**src/rtl/mem_stage_ctrl.sv**
```systemverilog
// Memory-access pipeline stage: drives a req/ack data memory, stalls on wait states,
// aborts on timeout, resolves branches and loads the MEM/WB pipeline register.
module mem_stage_ctrl #(
    parameter int unsigned TIMEOUT = 16,
    parameter int unsigned CNT_W   = 5
) (
    input  logic        clk,
    input  logic        reset,
    input  logic [4:0]  EX_MEM_Rd,
    input  logic [63:0] EX_MEM_ALU,
    input  logic [63:0] EX_MEM_MUX_FB,
    input  logic [63:0] EX_MEM_Adder,
    input  logic        EX_MEM_zero,
    input  logic        EX_MEM_Great,
    input  logic        EX_MEM_BranchEq,
    input  logic        EX_MEM_BranchGt,
    input  logic        EX_MEM_MemRead,
    input  logic        EX_MEM_MemWrite,
    input  logic        EX_MEM_RegWrite,
    input  logic        EX_MEM_MemtoReg,
    output logic        dmem_req,
    output logic        dmem_we,
    output logic [63:0] dmem_addr,
    output logic [63:0] dmem_wdata,
    input  logic        dmem_ack,
    input  logic [63:0] dmem_rdata,
    output logic        mem_stall,
    output logic        mem_err,
    output logic        PCSrc,
    output logic [63:0] BranchTarget,
    output logic [4:0]  MEM_WB_Rd,
    output logic [63:0] MEM_WB_ReadData,
    output logic [63:0] MEM_WB_ALU,
    output logic        MEM_WB_RegWrite,
    output logic        MEM_WB_MemtoReg
);

    typedef enum logic {S_IDLE, S_WAIT} state_t;

    state_t             state, next_state;
    logic [CNT_W-1:0]   cnt, cnt_nxt;
    logic [63:0]        lat_addr, lat_wdata;
    logic               lat_we;
    logic               latch_en;
    logic               timeout;
    logic               done_read;
    logic               access;

    assign access       = EX_MEM_MemRead | EX_MEM_MemWrite;
    assign BranchTarget = EX_MEM_Adder;

    // Next state, memory interface and stall/branch decode
    always_comb begin
        next_state = state;
        cnt_nxt    = cnt;
        latch_en   = 1'b0;
        timeout    = 1'b0;
        done_read  = 1'b0;
        dmem_req   = 1'b0;
        dmem_we    = 1'b0;
        dmem_addr  = EX_MEM_ALU;
        dmem_wdata = EX_MEM_MUX_FB;
        mem_stall  = 1'b0;
        PCSrc      = 1'b0;
        case (state)
            S_WAIT: begin
                dmem_req   = 1'b1;
                dmem_we    = lat_we;
                dmem_addr  = lat_addr;
                dmem_wdata = lat_wdata;
                if (dmem_ack) begin
                    done_read  = ~lat_we;
                    next_state = S_IDLE;
                    cnt_nxt    = '0;
                end else begin
                    mem_stall = 1'b1;
                    // Ack has priority over the final timeout cycle
                    if (cnt == CNT_W'(TIMEOUT - 1)) begin
                        timeout    = 1'b1;
                        next_state = S_IDLE;
                        cnt_nxt    = '0;
                    end else begin
                        cnt_nxt = cnt + CNT_W'(1);
                    end
                end
            end
            default: begin
                dmem_we = EX_MEM_MemWrite & ~EX_MEM_MemRead;
                PCSrc   = (EX_MEM_BranchEq & EX_MEM_zero) | (EX_MEM_BranchGt & EX_MEM_Great);
                if (access) begin
                    dmem_req = 1'b1;
                    if (dmem_ack) begin
                        done_read = EX_MEM_MemRead;
                    end else begin
                        mem_stall  = 1'b1;
                        latch_en   = 1'b1;
                        next_state = S_WAIT;
                        cnt_nxt    = CNT_W'(1);
                    end
                end
            end
        endcase
        // Request withdrawn immediately while reset is asserted
        if (!reset) begin
            dmem_req  = 1'b0;
            mem_stall = 1'b0;
            PCSrc     = 1'b0;
        end
    end

    // State, timeout counter and access latches
    always_ff @(posedge clk or negedge reset) begin
        if (!reset) begin
            state     <= S_IDLE;
            cnt       <= '0;
            lat_addr  <= '0;
            lat_wdata <= '0;
            lat_we    <= 1'b0;
        end else begin
            state <= next_state;
            cnt   <= cnt_nxt;
            if (latch_en) begin
                lat_addr  <= EX_MEM_ALU;
                lat_wdata <= EX_MEM_MUX_FB;
                lat_we    <= EX_MEM_MemWrite & ~EX_MEM_MemRead;
            end
        end
    end

    // MEM/WB register: bubble on stall, cleared data on timeout
    always_ff @(posedge clk or negedge reset) begin
        if (!reset) begin
            MEM_WB_Rd       <= '0;
            MEM_WB_ReadData <= '0;
            MEM_WB_ALU      <= '0;
            MEM_WB_RegWrite <= 1'b0;
            MEM_WB_MemtoReg <= 1'b0;
            mem_err         <= 1'b0;
        end else begin
            mem_err <= timeout;
            if (timeout) begin
                MEM_WB_RegWrite <= 1'b0;
                MEM_WB_ReadData <= '0;
            end else if (mem_stall) begin
                MEM_WB_RegWrite <= 1'b0;
            end else begin
                MEM_WB_Rd       <= EX_MEM_Rd;
                MEM_WB_ALU      <= EX_MEM_ALU;
                MEM_WB_MemtoReg <= EX_MEM_MemtoReg;
                MEM_WB_RegWrite <= EX_MEM_RegWrite;
                MEM_WB_ReadData <= done_read ? dmem_rdata : 64'd0;
            end
        end
    end

endmodule
```
**config.mk**
```make
export PLATFORM = sky130hd
export DESIGN_NAME = mem_stage_ctrl
export DESIGN_NICKNAME = d
export VERILOG_FILES = /design/src/rtl/mem_stage_ctrl.sv
export SDC_FILE = /design/constraint.sdc
export NUM_CORES = 1
export LEC_CHECK = 0
export BUFFER_PORTS_ARGS = -buffer_cell sky130_fd_sc_hd__clkbuf_2
export CAP_MARGIN = 40
export CELL_PAD_IN_SITES_DETAIL_PLACEMENT = 0
export CELL_PAD_IN_SITES_GLOBAL_PLACEMENT = 1
export CORE_AREA = 8 8 228 230
export CTS_CLUSTER_DIAMETER = 200
export DETAILED_ROUTE_END_ITERATION = 10
export DIE_AREA = 0 0 236 238
export GPL_TIMING_DRIVEN = 1
export PLACE_DENSITY = 0.68
export SLEW_MARGIN = 40
export SYNTH_ARGS = -nofsm -noshare
export SYNTH_HDL_FRONTEND = slang
export SYNTH_SLANG_ARGS = --single-unit
```
**constraint.sdc**
```tcl
create_clock -name clk -period 2.9 [get_ports clk]
set_clock_uncertainty 0.2 [all_clocks]
set_input_delay 0.29 -clock clk [delete_from_list [all_inputs] [get_ports clk]]
set_output_delay 0.29 -clock clk [all_outputs]
set_load 0.03 [all_outputs]
```
Yosys cells after proc, flatten, opt, wreduce, memory -nomap -nowiden
Index checks and enable logic that the tools add are counted.

cells by class
  add/subtract/negate cells = 1
  equal/unequal tests = 3
  multiplexer cells = 33
  bitwise logic cells = 9
  reductions and logical operators = 3

operator list
  cell                   number
  $mux W64               5
  $mux W5                5
  $mux W1                23
  $add A5 B1 Y5 const B  1
  $eq A5 B4 Y1 const B   1
  $ne A2 B1 Y1 const B   2
  $not A1 Y1             4
  $reduce_and A2 Y1      2
  $and A1 B1 Y1          3
  $or A1 B1 Y1           2
  $reduce_bool A2 Y1     1

word-level totals
  register bits after elaboration = 271
  output and inout bits = 332
  word-level logic and storage cells = 60

Depth between registers and ports, before layout
Gate-level depths: netlist of run 1.

  word-level depth = 6
  mapped depth = 5
  mapped depth without buffers = 4

Worst setup path before layout of run 1
OpenSTA, ideal clock, no wires.

  path kind = register to output
  start point = register state
  end point = output PCSrc
  data arrival time = 1,705 ps
  setup slack = 705 ps
  cell stages (with the launch flop) = 5
  path through = dfrtp_1 buf_4 clkbuf_1 clkbuf_1 nor3_1

between the ends
  longest elaborated chain between the ends = 2

RTL lines
  element                 RTL line  RTL
  start, declared         40        state_t state, next_state;
  start signal, assigned  120       state <= next_state;
  $mux W1                 65        case (state)
  $mux W1                 104       if (!reset) begin
  end, declared           29        output logic PCSrc,

Every way passes these cells.

Worst setup path after layout of run 1
  start point = register state
  end point = output dmem_wdata[1]

between the ends
  longest elaborated chain between the ends = 1

RTL lines
  element        RTL line  RTL
  $mux W64       65
  end, declared  24        output logic [63:0] dmem_wdata,

Every way passes these cells.

==> run summary, run 1 <==
=================================================================================
Post-DP HPWL                                                            27,230 µm
Die Height                                                                 238 µm
Power share of the combinational group                                      30.0%
Vias in the first global route                                             10,310
Transition at the pin with the smallest max-transition slack            0.6250 ns
Count of cell types in the netlist                                             28
Cells along the critical path                                        buf_12 -> mux2_2 -> clkbuf_2
Psw                                                                    0.004023 W
Count of warnings emitted by yosys                                              0
WP data arrival                                                           2.25 ns
Leakage dissipation                                                      8.322 nW
Total placed cells including tap cells                                      1,812
Overall fraction of global-route tracks in use                             13.12%
Cell-internal power                                                    0.008294 W
DRC                                                                             0
Kind of critical path                                                register to output pin
Met2 layer usage reported by global route                                  21.96%
Reg power frac                                                              38.3%
Depth of the worst register-to-register path                                    5
Buffers plus inverters on the worst setup path                                  2
Unrepaired setup endpoints after global routing                             false
Wire length per cell after detailed routing                              18.44 µm
Post-route core utilization                                                36.81%
Source-to-sink clock delay at the later pin of the worst-skew pair        0.56 ns
Wire length of the first global-routing pass                            59,770 µm
Total global routing overflow                                                   0
Switching power as a share of total power                                  32.66%
Crit path largest cell delay                                              0.51 ns
Largest buffer count on any clock path                                          3
Worst hold path class                                                input port to register
Maximum level of the CTS H-tree                                                 1
Summed negative setup slack over all endpoints                               0 ns
Nets                                                                        1,700
Global placement routability congestion                                    0.7636
Wire length reported by the detailed router                             38,200 µm
Peak clock frequency supported by timing                                365.2 MHz
Power density over the cells                                         692.1 mW/mm²
Number of cell rows                                                            81
Worst reg2reg startpoint                                             cnt[0]$_DFFE_PN0P_
Highest-delay cell along the critical path                           sky130_fd_sc_hd__dfrtp_4
Net count after synthesis                                                   1,086
Worst Hold Path Cells                                                           3
Number of sinks on the clock net                                              271
Layout-stage area growth over the synthesis result                         47.76%
Fraction of final layout cells sized beyond drive strength 1               60.11%
Final standard cell count with taps included and fillers excluded           2,072
Post-Synthesis Mean Instance Area                                       14.81 µm²
Met1 track demand over resource                                            15.24%
Met3 demand-to-capacity share in global routing                            4.534%
Full die area                                                         0.05617 mm²
Starting utilization of the core area                                      24.91%
Endpoint required time on the critical path                               2.41 ns
Crit start category                                                      register
Count of endpoints failing hold in the final timing report                      0
Initial DRC Count                                                             312
Number of antenna violations at the first check in global routing               1
Cell count after synthesis                                                    813
Most Crowded Layer GR                                                        met2
Post-route antenna net violation count                                          0
Worst vdd ir                                                            0.3648 mV
IO Pins                                                                       604
Number of setup buffers added after CTS                                         0
Clock-pin transition on the worst setup and hold timing paths             0.06 ns
Pre-antenna DRT Iters                                                           4
Worst setup slack for register-to-register paths                          0.57 ns
Relative slew slack                                                        58.33%
Number of endpoints failing setup at the final stage                            0
Run status                                                           complete, no violations
Largest net degree at the start of global routing                             136
Cell area after synthesis                                             0.01204 mm²
Cell type group with the largest total delay on the critical path    buffers and inverters
Pins over their slew limit                                                      0
Capturing point of the worst reg2reg path                            MEM_WB_ReadData[57]$_DFFE_PN0P_
Master cell of the clock root buffer                                 sky130_fd_sc_hd__clkbuf_16
Total CTS buffers                                                              31
Beginning of the worst hold path                                         dmem_ack
Endpoint type of the worst setup path                                  output pin
Die Width                                                                  236 µm
Area of the core                                                      0.04834 mm²
Routed via count divided by cell count                                      4.318
Clock power frac                                                            31.7%
Maximum fanout count along the critical path                                   87
Number of synthesized register bits                                           271
CTS tree                                                                     done
Count of port buffers added during placement                                  475
Crit share post-route                                                      94.43%
Fraction of the yosys area taken by sequential cells                       56.31%
Filler cell count in the final layout                                       4,633
Max-cap violation count                                                         0
Detailed-route via count                                                    8,947
Final critical delay including setup and external delays                 2.739 ns
Worst Hold End                                                       MEM_WB_ReadData[7]$_DFFE_PN0P_
=================================================================================
## state kept, by name (all words and copies together), names as in the netlist
register,count
MEM_WB_ReadData,64
lat_addr,64
lat_wdata,64
MEM_WB_RegWrite,1
lat_we,1
MEM_WB_ALU,64
cnt,5
MEM_WB_Rd,5
MEM_WB_MemtoReg,1
mem_err,1
state,1
## timing repair
item,in CTS,in global routing
hold endpoints to repair,400,0
hold buffers,203,0
gates resized for setup,0,0
## tightest hold or removal path, stage by stage
cell,delay [ns]
sky130_fd_sc_hd__clkbuf_2,0.16
sky130_fd_sc_hd__a2111oi_4,0.08
sky130_fd_sc_hd__a22o_1,0.24
## per-layer routing
metal	routed length, µm	vias up
li1	-	4112
met1	15600	4354
met2	17890	402
met3	3098	79
met4	1610	0
met5	0	-
## final cells by class
type	count	area (µm²)	share of cell area (%)
flip-flops and latches	271	6785	38.13
repair buffers	693	4664	26.21
multi-input cells	427	4537	25.49
clock buffers	44	874.6	4.915
well taps	622	778.2	4.373
clock inverters	11	142.6	0.8015
inverters	3	11.26	0.06328
diodes	1	2.502	0.01406
## per-stage QoR
step | cell area, µm² | hold WS [ns] | total power, W | setup WS (ns)
CTS | 17770 | 0.02180 | 0.01251 | 0.1476
floorplan | 12040 | -0.2056 | 0.007268 | 0.7048
finish | 17800 | 0.05939 | 0.01232 | 0.1615
global placement | 14720 | -0.07766 | 0.008222 | 0.6301
global route | 17800 | 0.05544 | 0.01293 | 0.1003
detailed placement | 14720 | -0.07578 | 0.008279 | 0.5783
## cells in the final DEF (no fill, tap or decap), types with 2 or more instances in the layout
| cell type | synthesis | final |
|---|---|---|
| sky130_fd_sc_hd__clkbuf_16 | 0 | 31 |
| sky130_fd_sc_hd__buf_4 | 65 | 5 |
| sky130_fd_sc_hd__bufinv_16 | 0 | 3 |
| sky130_fd_sc_hd__nand3_1 | 2 | 2 |
| sky130_fd_sc_hd__mux2_2 | 325 | 325 |
| sky130_fd_sc_hd__dlygate4sd3_1 | 0 | 203 |
| sky130_fd_sc_hd__clkinv_2 | 0 | 4 |
| sky130_fd_sc_hd__buf_12 | 0 | 9 |
| sky130_fd_sc_hd__nor2_1 | 8 | 8 |
| sky130_fd_sc_hd__dfrtp_1 | 271 | 270 |
| sky130_fd_sc_hd__clkbuf_2 | 0 | 474 |
| sky130_fd_sc_hd__a21oi_1 | 2 | 2 |
| sky130_fd_sc_hd__nand2b_1 | 4 | 4 |
| sky130_fd_sc_hd__a22o_1 | 67 | 67 |
| sky130_fd_sc_hd__o22ai_1 | 2 | 2 |
| sky130_fd_sc_hd__clkbuf_8 | 0 | 5 |
| sky130_fd_sc_hd__clkinvlp_4 | 0 | 2 |
| sky130_fd_sc_hd__nor3_1 | 2 | 2 |
| sky130_fd_sc_hd__clkbuf_1 | 16 | 8 |
| sky130_fd_sc_hd__inv_1 | 3 | 3 |
## synth_stat cells, drive strengths merged
| master | number | share of area [%] |
|---|---|---|
| mux2 | 326 | 30 |
| dfrtp | 271 | 56 |
| buf | 96 | 5.7 |
| a22o | 67 | 4.9 |
| clkbuf | 16 | 0.50 |
| nor2 | 8 | 0.25 |
| nand2b | 4 | 0.21 |
| inv | 3 | 0.093 |
| nor3 | 3 | 0.17 |
| a21oi | 2 | 0.083 |
| nand3 | 2 | 0.083 |
| o21a | 2 | 0.12 |
| o22ai | 2 | 0.10 |
| a2111oi | 1 | 0.23 |
| a211oi | 1 | 0.10 |
| a22oi | 1 | 0.062 |
| and4b | 1 | 0.11 |
| ha | 1 | 0.10 |
| nor2b | 1 | 0.052 |
| o21ba | 1 | 0.083 |
| o2bb2ai | 1 | 0.073 |
| o32ai | 1 | 0.14 |
| or2 | 1 | 0.052 |
| xnor2 | 1 | 0.073 |
## logic make-up (layout without fill, tap and decap cells)
| family | count (synthesis) | in the layout | synth area share [%] |
|---|---|---|---|
| compound gates | 79 | 79 | 5.870 |
| xor+xnor | 1 | 1 | 0.07273 |
| fa+ha+maj | 1 | 1 | 0.1039 |
| buf+inv | 115 | 751 | 6.243 |
| flops | 271 | 271 | 56.31 |
| mux | 326 | 326 | 30.48 |
| other cells | 0 | 1 | 0 |
| simple gates | 20 | 20 | 0.9246 |
## worst max path at each step
stage	startpoint	endpoint	slack [ns]	cells past startpoint
after global placement	dmem_ack	MEM_WB_Rd[0]$_DFFE_PN0P_	0.63	5
after global routing	state$_DFF_PN0_	dmem_wdata[1]	0.10	3
after CTS	state$_DFF_PN0_	dmem_wdata[1]	0.15	3
after floorplan	state$_DFF_PN0_	PCSrc	0.70	4
after detailed placement	cnt[0]$_DFFE_PN0P_	MEM_WB_ReadData[33]$_DFFE_PN0P_	0.58	5
final	state$_DFF_PN0_	dmem_wdata[1]	0.16	3
## power groups by stage
stage / clock [W] / combinational [W] / sequential [W]
3_5_place_dp: 0 / 0.00351 / 0.00477
5_1_grt: 0.00421 / 0.00392 / 0.00480
4_1_cts: 0.00405 / 0.00374 / 0.00472
2_1_floorplan: 0 / 0.00222 / 0.00505
6_report: 0.00391 / 0.00369 / 0.00472
3_3_place_gp: 0 / 0.00347 / 0.00475
Power figures use the tool's default switching activity.
==> run 2, diff against run 1 <==
Settings changed: BUFFER_PORTS_ARGS -buffer_cell sky130_fd_sc_hd__clkbuf_2 to -buffer_cell sky130_fd_sc_hd__buf_2.
==> run summary, run 2 (synthesized netlist as in run 1, its figures left out) <==
=====================================================================================
Total CTS buffers                                                                  29   -6.5%
Summed negative setup slack over all endpoints                                   0 ns   unchanged
Wire length reported by the detailed router                                 38,410 µm   +0.54%
Maximum level of the CTS H-tree                                                     1   unchanged
Final critical delay including setup and external delays                     2.792 ns   +0.05323 ns
Initial DRC Count                                                                 264   -15%
Maximum fanout count along the critical path                                       42   -52%
Vias in the first global route                                                 10,190   -1.1%
Post-route antenna net violation count                                              0   unchanged
Transition at the pin with the smallest max-transition slack                0.7318 ns   +0.1068 ns
Buffers plus inverters on the worst setup path                                      2   unchanged
Peak clock frequency supported by timing                                    358.2 MHz   -1.9%
Die Height                                                                     238 µm   unchanged
Number of cell rows                                                                81   unchanged
Worst setup margin                                                          0.1082 ns   -0.05323 ns
Count of endpoints failing hold in the final timing report                          0   unchanged
Post-route core utilization                                                    36.73%   -0.078 points
Endpoint required time on the critical path                                   2.41 ns   about the same
Post-DP HPWL                                                                27,540 µm   +1.1%
Worst vdd ir                                                                0.3329 mV   -8.8%
Starting utilization of the core area                                          24.91%   unchanged
Routed via count divided by cell count                                          4.331   +0.29%
Overall fraction of global-route tracks in use                                 13.13%   about the same
Largest buffer count on any clock path                                              3   unchanged
Master cell of the clock root buffer                                     sky130_fd_sc_hd__clkbuf_16
Highest-delay cell along the critical path                               sky130_fd_sc_hd__buf_4
Run status                                                               complete, no violations
Nets                                                                            1,700   unchanged
Pre-antenna DRT Iters                                                               4   unchanged
Pins over their slew limit                                                          0   unchanged
Wire length per cell after detailed routing                                  18.52 µm   +0.44%
CTS tree                                                                         done
Endpoint type of the worst setup path                                      output pin
Unrepaired setup endpoints after global routing                                 false
Largest net degree at the start of global routing                                 112   -18%
IO Pins                                                                           604   unchanged
Count of port buffers added during placement                                      475   unchanged
Max-cap violation count                                                             0   unchanged
Source-to-sink clock delay at the later pin of the worst-skew pair            0.55 ns   about the same
Most frequent standard cell in the layout excluding fill and tap cells   sky130_fd_sc_hd__buf_2
Kind of critical path                                                    register to output pin
Cell type group with the largest total delay on the critical path        buffers and inverters
Number of sinks on the clock net                                                  271   unchanged
Wire length of the first global-routing pass                                59,840 µm   +0.13%
Area of the core                                                          0.04834 mm²   unchanged
Full die area                                                             0.05617 mm²   unchanged
Number of gates on the worst path with buffers counted                              3   unchanged
Power density over the cells                                             685.5 mW/mm²   -0.95%
Clock-pin transition on the worst setup and hold timing paths                 0.06 ns   about the same
Crit share post-route                                                          96.27%   +1.8 points
WP data arrival                                                               2.30 ns   +0.05 ns
Fraction of final layout cells sized beyond drive strength 1                   60.04%   -0.069 points
Detailed-route via count                                                        8,982   +0.39%
Die Width                                                                      236 µm   unchanged
Leakage dissipation                                                          8.260 nW   -0.74%
Depth of the worst register-to-register path                                        5   unchanged
Filler cell count in the final layout                                           4,669   +0.78%
Worst hold path class                                                    input port to async pin
Crit start category                                                          register
Cells along the critical path                                            buf_4 -> mux2_2 -> buf_2
Hold WS                                                                    0.02871 ns   -0.03067 ns
Number of endpoints failing setup at the final stage                                0   unchanged
Global placement routability congestion                                        0.7667   +0.41%
Total global routing overflow                                                       0   unchanged
Relative slew slack                                                            51.21%   -7.1 points
Commonest non-fill, non-tap cells in the layout                          sky130_fd_sc_hd__buf_2, sky130_fd_sc_hd__mux2_2, sky130_fd_sc_hd__dfrtp_1
Resized Gates After CTS                                                             0   unchanged
Layout-stage area growth over the synthesis result                             47.44%
Crit path largest cell delay                                                  0.54 ns   +0.03 ns
Number of antenna violations at the first check in global routing                   3   +2
DRC                                                                                 0   unchanged
Worst slack at placement                                                    0.5170 ns   -0.06126 ns
=====================================================================================
[run 2: changes by cell type in the layout (fill, tap and decap cells not counted), sizes merged]
cell	previous run	this run
clkinv	5	3
dlygate4sd3	203	206
clkbuf	518	45
bufinv	3	2
buf	16	489
diode	1	3
[run 2: per-stage QoR]
stage                     power (W)  std cells  area (µm²)
final                       0.01217       2074       17760
after global routing        0.01280       2074       17760
after global placement     0.008202       1812       14700
after floorplan            0.007268        813       12040
after detailed placement   0.008267       1812       14700
after CTS                   0.01237       2071       17750
[run 2: layout make-up]
| class | count | area [µm²] | share of cell area [%] |
|---|---|---|---|
| Timing Repair Buffer | 695 | 4654 | 26.21 |
| Clock inverter | 8 | 98.84 | 0.5566 |
| Inverter | 3 | 11.26 | 0.06341 |
| Sequential cell | 271 | 6785 | 38.21 |
| Multi-Input combinational cell | 427 | 4537 | 25.55 |
| Tap cell | 622 | 778.2 | 4.382 |
| Clock buffer | 45 | 885.9 | 4.988 |
| Antenna cell | 3 | 7.507 | 0.04227 |
[run 2: what timing repair did]
| action | CTS | global route |
|---|---|---|
| hold buffers | 206 | 0 |
| hold endpoints to repair | 316 | 0 |
| buffers inserted | 0 | 0 |
[run 2: worst reg2reg max path, delay by kind of cell, from the launching register on]
family / cells / cell delay (ns)
buf+inv: 1 / 0.54
flops: 1 / 0.41
simple gates: 1 / 0.22
fa+ha+maj: 1 / 0.26
compound gates: 2 / 0.90
[run 2: routing by layer]
metal  global-route usage, %  up-vias  share of wire, %  wire (µm)
li1                        -     4116                 -          -
met1                   15.03     4394                40      15380
met2                   21.95      399                47      18080
met3                   5.411       73               9.5       3654
met4                   4.710        0               3.4       1288
met5                       0        -                 0          0
[run 2: power by group]
part	switching, W	internal [W]
Clock	0.00151	0.00227
Sequential	0.000309	0.00440
Combinational	0.00214	0.00155
Total	0.00396	0.00821
[run 2: final timing paths]
check                                          from                              end  slack, ns
hold / removal                                reset               cnt[3]$_DFFE_PN0P_       0.03
max in group asynchronous                     reset                  state$_DFF_PN0_       1.09
setup reg to reg                 cnt[0]$_DFFE_PN0P_  MEM_WB_ReadData[12]$_DFFE_PN0P_       0.32
setup / recovery                    state$_DFF_PN0_                    dmem_addr[57]       0.11
hold reg to reg            lat_addr[62]$_DFFE_PN0P_         lat_addr[62]$_DFFE_PN0P_       0.30
min in group clk                      dmem_rdata[2]   MEM_WB_ReadData[2]$_DFFE_PN0P_       0.28
==> run 3, diff against run 2 <==
--- a/config.mk
+++ b/config.mk
@@ -15,4 +15,5 @@
 export DIE_AREA = 0 0 236 238
 export GPL_TIMING_DRIVEN = 1
+export MAX_ROUTING_LAYER = met4
 export PLACE_DENSITY = 0.68
 export SLEW_MARGIN = 40
==> constraint.sdc (replaced) <==
create_clock -name clk -period 2.9 [get_ports clk]
set_clock_uncertainty 0.2 [all_clocks]
set_input_delay 0.725 -clock clk [delete_from_list [all_inputs] [get_ports clk]]
set_output_delay 0.725 -clock clk [all_outputs]
set_load 0.03 [all_outputs]
==> run summary, run 3 (synthesized netlist as in run 1, its figures left out) <==
=====================================================================================
Worst vdd ir                                                                0.3608 mV   +8.4%
Total placed cells including tap cells                                          1,825   +0.72%
Unrepaired setup endpoints after global routing                                  true
Crit start category                                                          register
Area of the core                                                          0.04834 mm²   unchanged
Endpoint required time on the critical path                                   1.98 ns   -0.43 ns
Routed via count divided by cell count                                          4.385   +1.3%
Initial DRC Count                                                                 188   -29%
Worst hold path class                                                    input port to async pin
Final critical delay including setup and external delays                     2.863 ns   +0.07118 ns
Max-cap violation count                                                             0   unchanged
WP data arrival                                                               1.94 ns   -0.36 ns
Crit share post-route                                                          98.72%   +2.5 points
IO Pins                                                                           604   unchanged
CTS tree                                                                         done
Total CTS buffers                                                                  31   +6.9%
Total global routing overflow                                                       0   unchanged
Worst setup slack for register-to-register paths                              0.43 ns   +0.11 ns
Peak clock frequency supported by timing                                    349.3 MHz   -2.5%
Cells along the critical path                                            buf_12 -> buf_6 -> mux2_2 -> buf_2
Transition at the pin with the smallest max-transition slack                0.7658 ns   +0.03400 ns
Global placement routability congestion                                        0.7863   +2.6%
Largest buffer count on any clock path                                              3   unchanged
Wire length reported by the detailed router                                 37,770 µm   -1.7%
Maximum level of the CTS H-tree                                                     1   unchanged
Post-route antenna net violation count                                              0   unchanged
Post-DP HPWL                                                                27,620 µm   +0.28%
Area occupied by multi-input gates                                       0.004551 mm²   +0.30%
Number of cell rows                                                                81   unchanged
Commonest non-fill, non-tap cells in the layout                          sky130_fd_sc_hd__buf_2, sky130_fd_sc_hd__mux2_2, sky130_fd_sc_hd__dfrtp_1
Largest net degree at the start of global routing                                 122   +8.9%
Detailed-route via count                                                        8,327   -7.3%
Count of port buffers added during placement                                      475   unchanged
Die Height                                                                     238 µm   unchanged
Overall fraction of global-route tracks in use                                 13.06%   -0.069 points
Clock-pin transition on the worst setup and hold timing paths                 0.06 ns   about the same
Crit path largest cell delay                                                  0.44 ns   -0.10 ns
Hold WS                                                                    0.04629 ns   +0.01758 ns
Leakage dissipation                                                          7.617 nW   -7.8%
Maximum fanout count along the critical path                                       10   -76%
Relative slew slack                                                            48.94%   -2.3 points
Starting utilization of the core area                                          24.91%   unchanged
Post-route core utilization                                                    33.36%   -3.4 points
Count of endpoints failing hold in the final timing report                          0   unchanged
Die Width                                                                      236 µm   unchanged
Filler cell count in the final layout                                           4,805   +2.9%
Most frequent standard cell in the layout excluding fill and tap cells   sky130_fd_sc_hd__buf_2
Power density over the cells                                             763.8 mW/mm²   +11%
Fraction of final layout cells sized beyond drive strength 1                   70.94%   +11 points
Wire length per cell after detailed routing                                  19.89 µm   +7.4%
Pre-antenna DRT Iters                                                               4   unchanged
Pins over their slew limit                                                          0   unchanged
Number of sinks on the clock net                                                  271   unchanged
Number of endpoints failing setup at the final stage                                0   unchanged
Buffers plus inverters on the worst setup path                                      3   +1
Area of all sequential standard cells                                    0.006785 mm²   unchanged
Full die area                                                             0.05617 mm²   unchanged
Highest-delay cell along the critical path                               sky130_fd_sc_hd__dfrtp_4
Layout-stage area growth over the synthesis result                             33.92%
DRC                                                                                 0   unchanged
Source-to-sink clock delay at the later pin of the worst-skew pair            0.56 ns   about the same
Master cell of the clock root buffer                                     sky130_fd_sc_hd__clkbuf_16
Number of antenna violations at the first check in global routing                   7   +4
Endpoint type of the worst setup path                                      output pin
Run status                                                               complete, no violations
Worst slack at placement                                                    0.3181 ns   -0.1989 ns
Cell type group with the largest total delay on the critical path        buffers and inverters
Worst setup margin                                                         0.03707 ns   -0.07118 ns
Vias in the first global route                                                  9,239   -9.3%
Nets                                                                            1,518   -11%
Wire length of the first global-routing pass                                56,760 µm   -5.2%
Kind of critical path                                                    register to output pin
Final standard cell count with taps included and fillers excluded               1,899   -8.4%
=====================================================================================
==> run 3: cell count changes in the layout (fill, tap and decap cells not counted), moves of 2 or more <==
cell,delta
sky130_fd_sc_hd__mux2_2,-3
sky130_fd_sc_hd__clkbuf_8,-5
sky130_fd_sc_hd__clkbuf_1,-4
sky130_fd_sc_hd__diode_2,+4
sky130_fd_sc_hd__dlygate4sd3_1,-205
sky130_fd_sc_hd__clkbuf_16,+4
sky130_fd_sc_hd__inv_6,+2
sky130_fd_sc_hd__mux2_4,+3
sky130_fd_sc_hd__buf_6,+14
sky130_fd_sc_hd__buf_2,-19
sky130_fd_sc_hd__buf_4,+21
sky130_fd_sc_hd__clkinv_2,+7
sky130_fd_sc_hd__clkinv_4,+2
==> run 3: per-stage QoR <==
step	TNS [ns]	total power (W)	cell area, µm²
floorplan	0	0.007268	12040
global placement	0	0.008251	14810
detailed placement	0	0.008305	14810
CTS	-0.1472	0.01245	15990
global route	-0.8757	0.01294	16130
finish	0	0.01232	16130
==> run 3: timing repair <==
| item | CTS | global route |
|---|---|---|
| buffers inserted | 5 | 0 |
| hold buffers | 1 | 0 |
| setup endpoints to repair | 120 | 95 |
| endpoints found under the hold margin | 5 | 0 |
| gates cloned | 0 | 3 |
| resized for setup | 20 | 18 |
==> run 3: cell type report <==
cell class,instances,area share [%]
Sequential cell,271,42.07
Tap cell,622,4.825
Clock buffer,38,5.283
Antenna cell,7,0.1086
Clock inverter,20,1.233
Inverter,3,0.06982
Timing Repair Buffer,511,18.20
Multi-Input combinational cell,427,28.21
==> run 3: worst paths after layout <==
path / from / to / cells after the start
min in group clk: dmem_rdata[31] / MEM_WB_ReadData[31]$_DFFE_PN0P_ / 2
max in group asynchronous: reset / MEM_WB_ALU[31]$_DFFE_PN0P_ / 3
worst min register to register: MEM_WB_ALU[9]$_DFFE_PN0P_ / MEM_WB_ALU[9]$_DFFE_PN0P_ / 1
worst min-delay path: reset / MEM_WB_ALU[59]$_DFFE_PN0P_ / 2
worst max register to register: state$_DFF_PN0_ / lat_wdata[24]$_DFFE_PN0P_ / 6
worst max-delay path: state$_DFF_PN0_ / dmem_addr[61] / 4
==> run 3: power breakdown <==
| group | total [W] | switching (W) | internal [W] | leakage (nW) |
|---|---|---|---|---|
| clock network | 0.00399 | 0.00163 | 0.00236 | 0.524 |
| registers | 0.00470 | 0.000299 | 0.00440 | 3.28 |
| logic | 0.00363 | 0.00214 | 0.00149 | 3.82 |
==> run 3: per-layer routing <==
metal | part of all wire (%) | global-route usage [%] | wire length (µm) | up-vias
met1 | 42 | 15.50 | 15950 | 4104
met2 | 46 | 20.20 | 17250 | 391
li1 | - | - | - | 3762
met4 | 3.4 | 4.710 | 1279 | 0
met3 | 8.7 | 4.892 | 3288 | 70
met5 | 0 | - | 0 | -
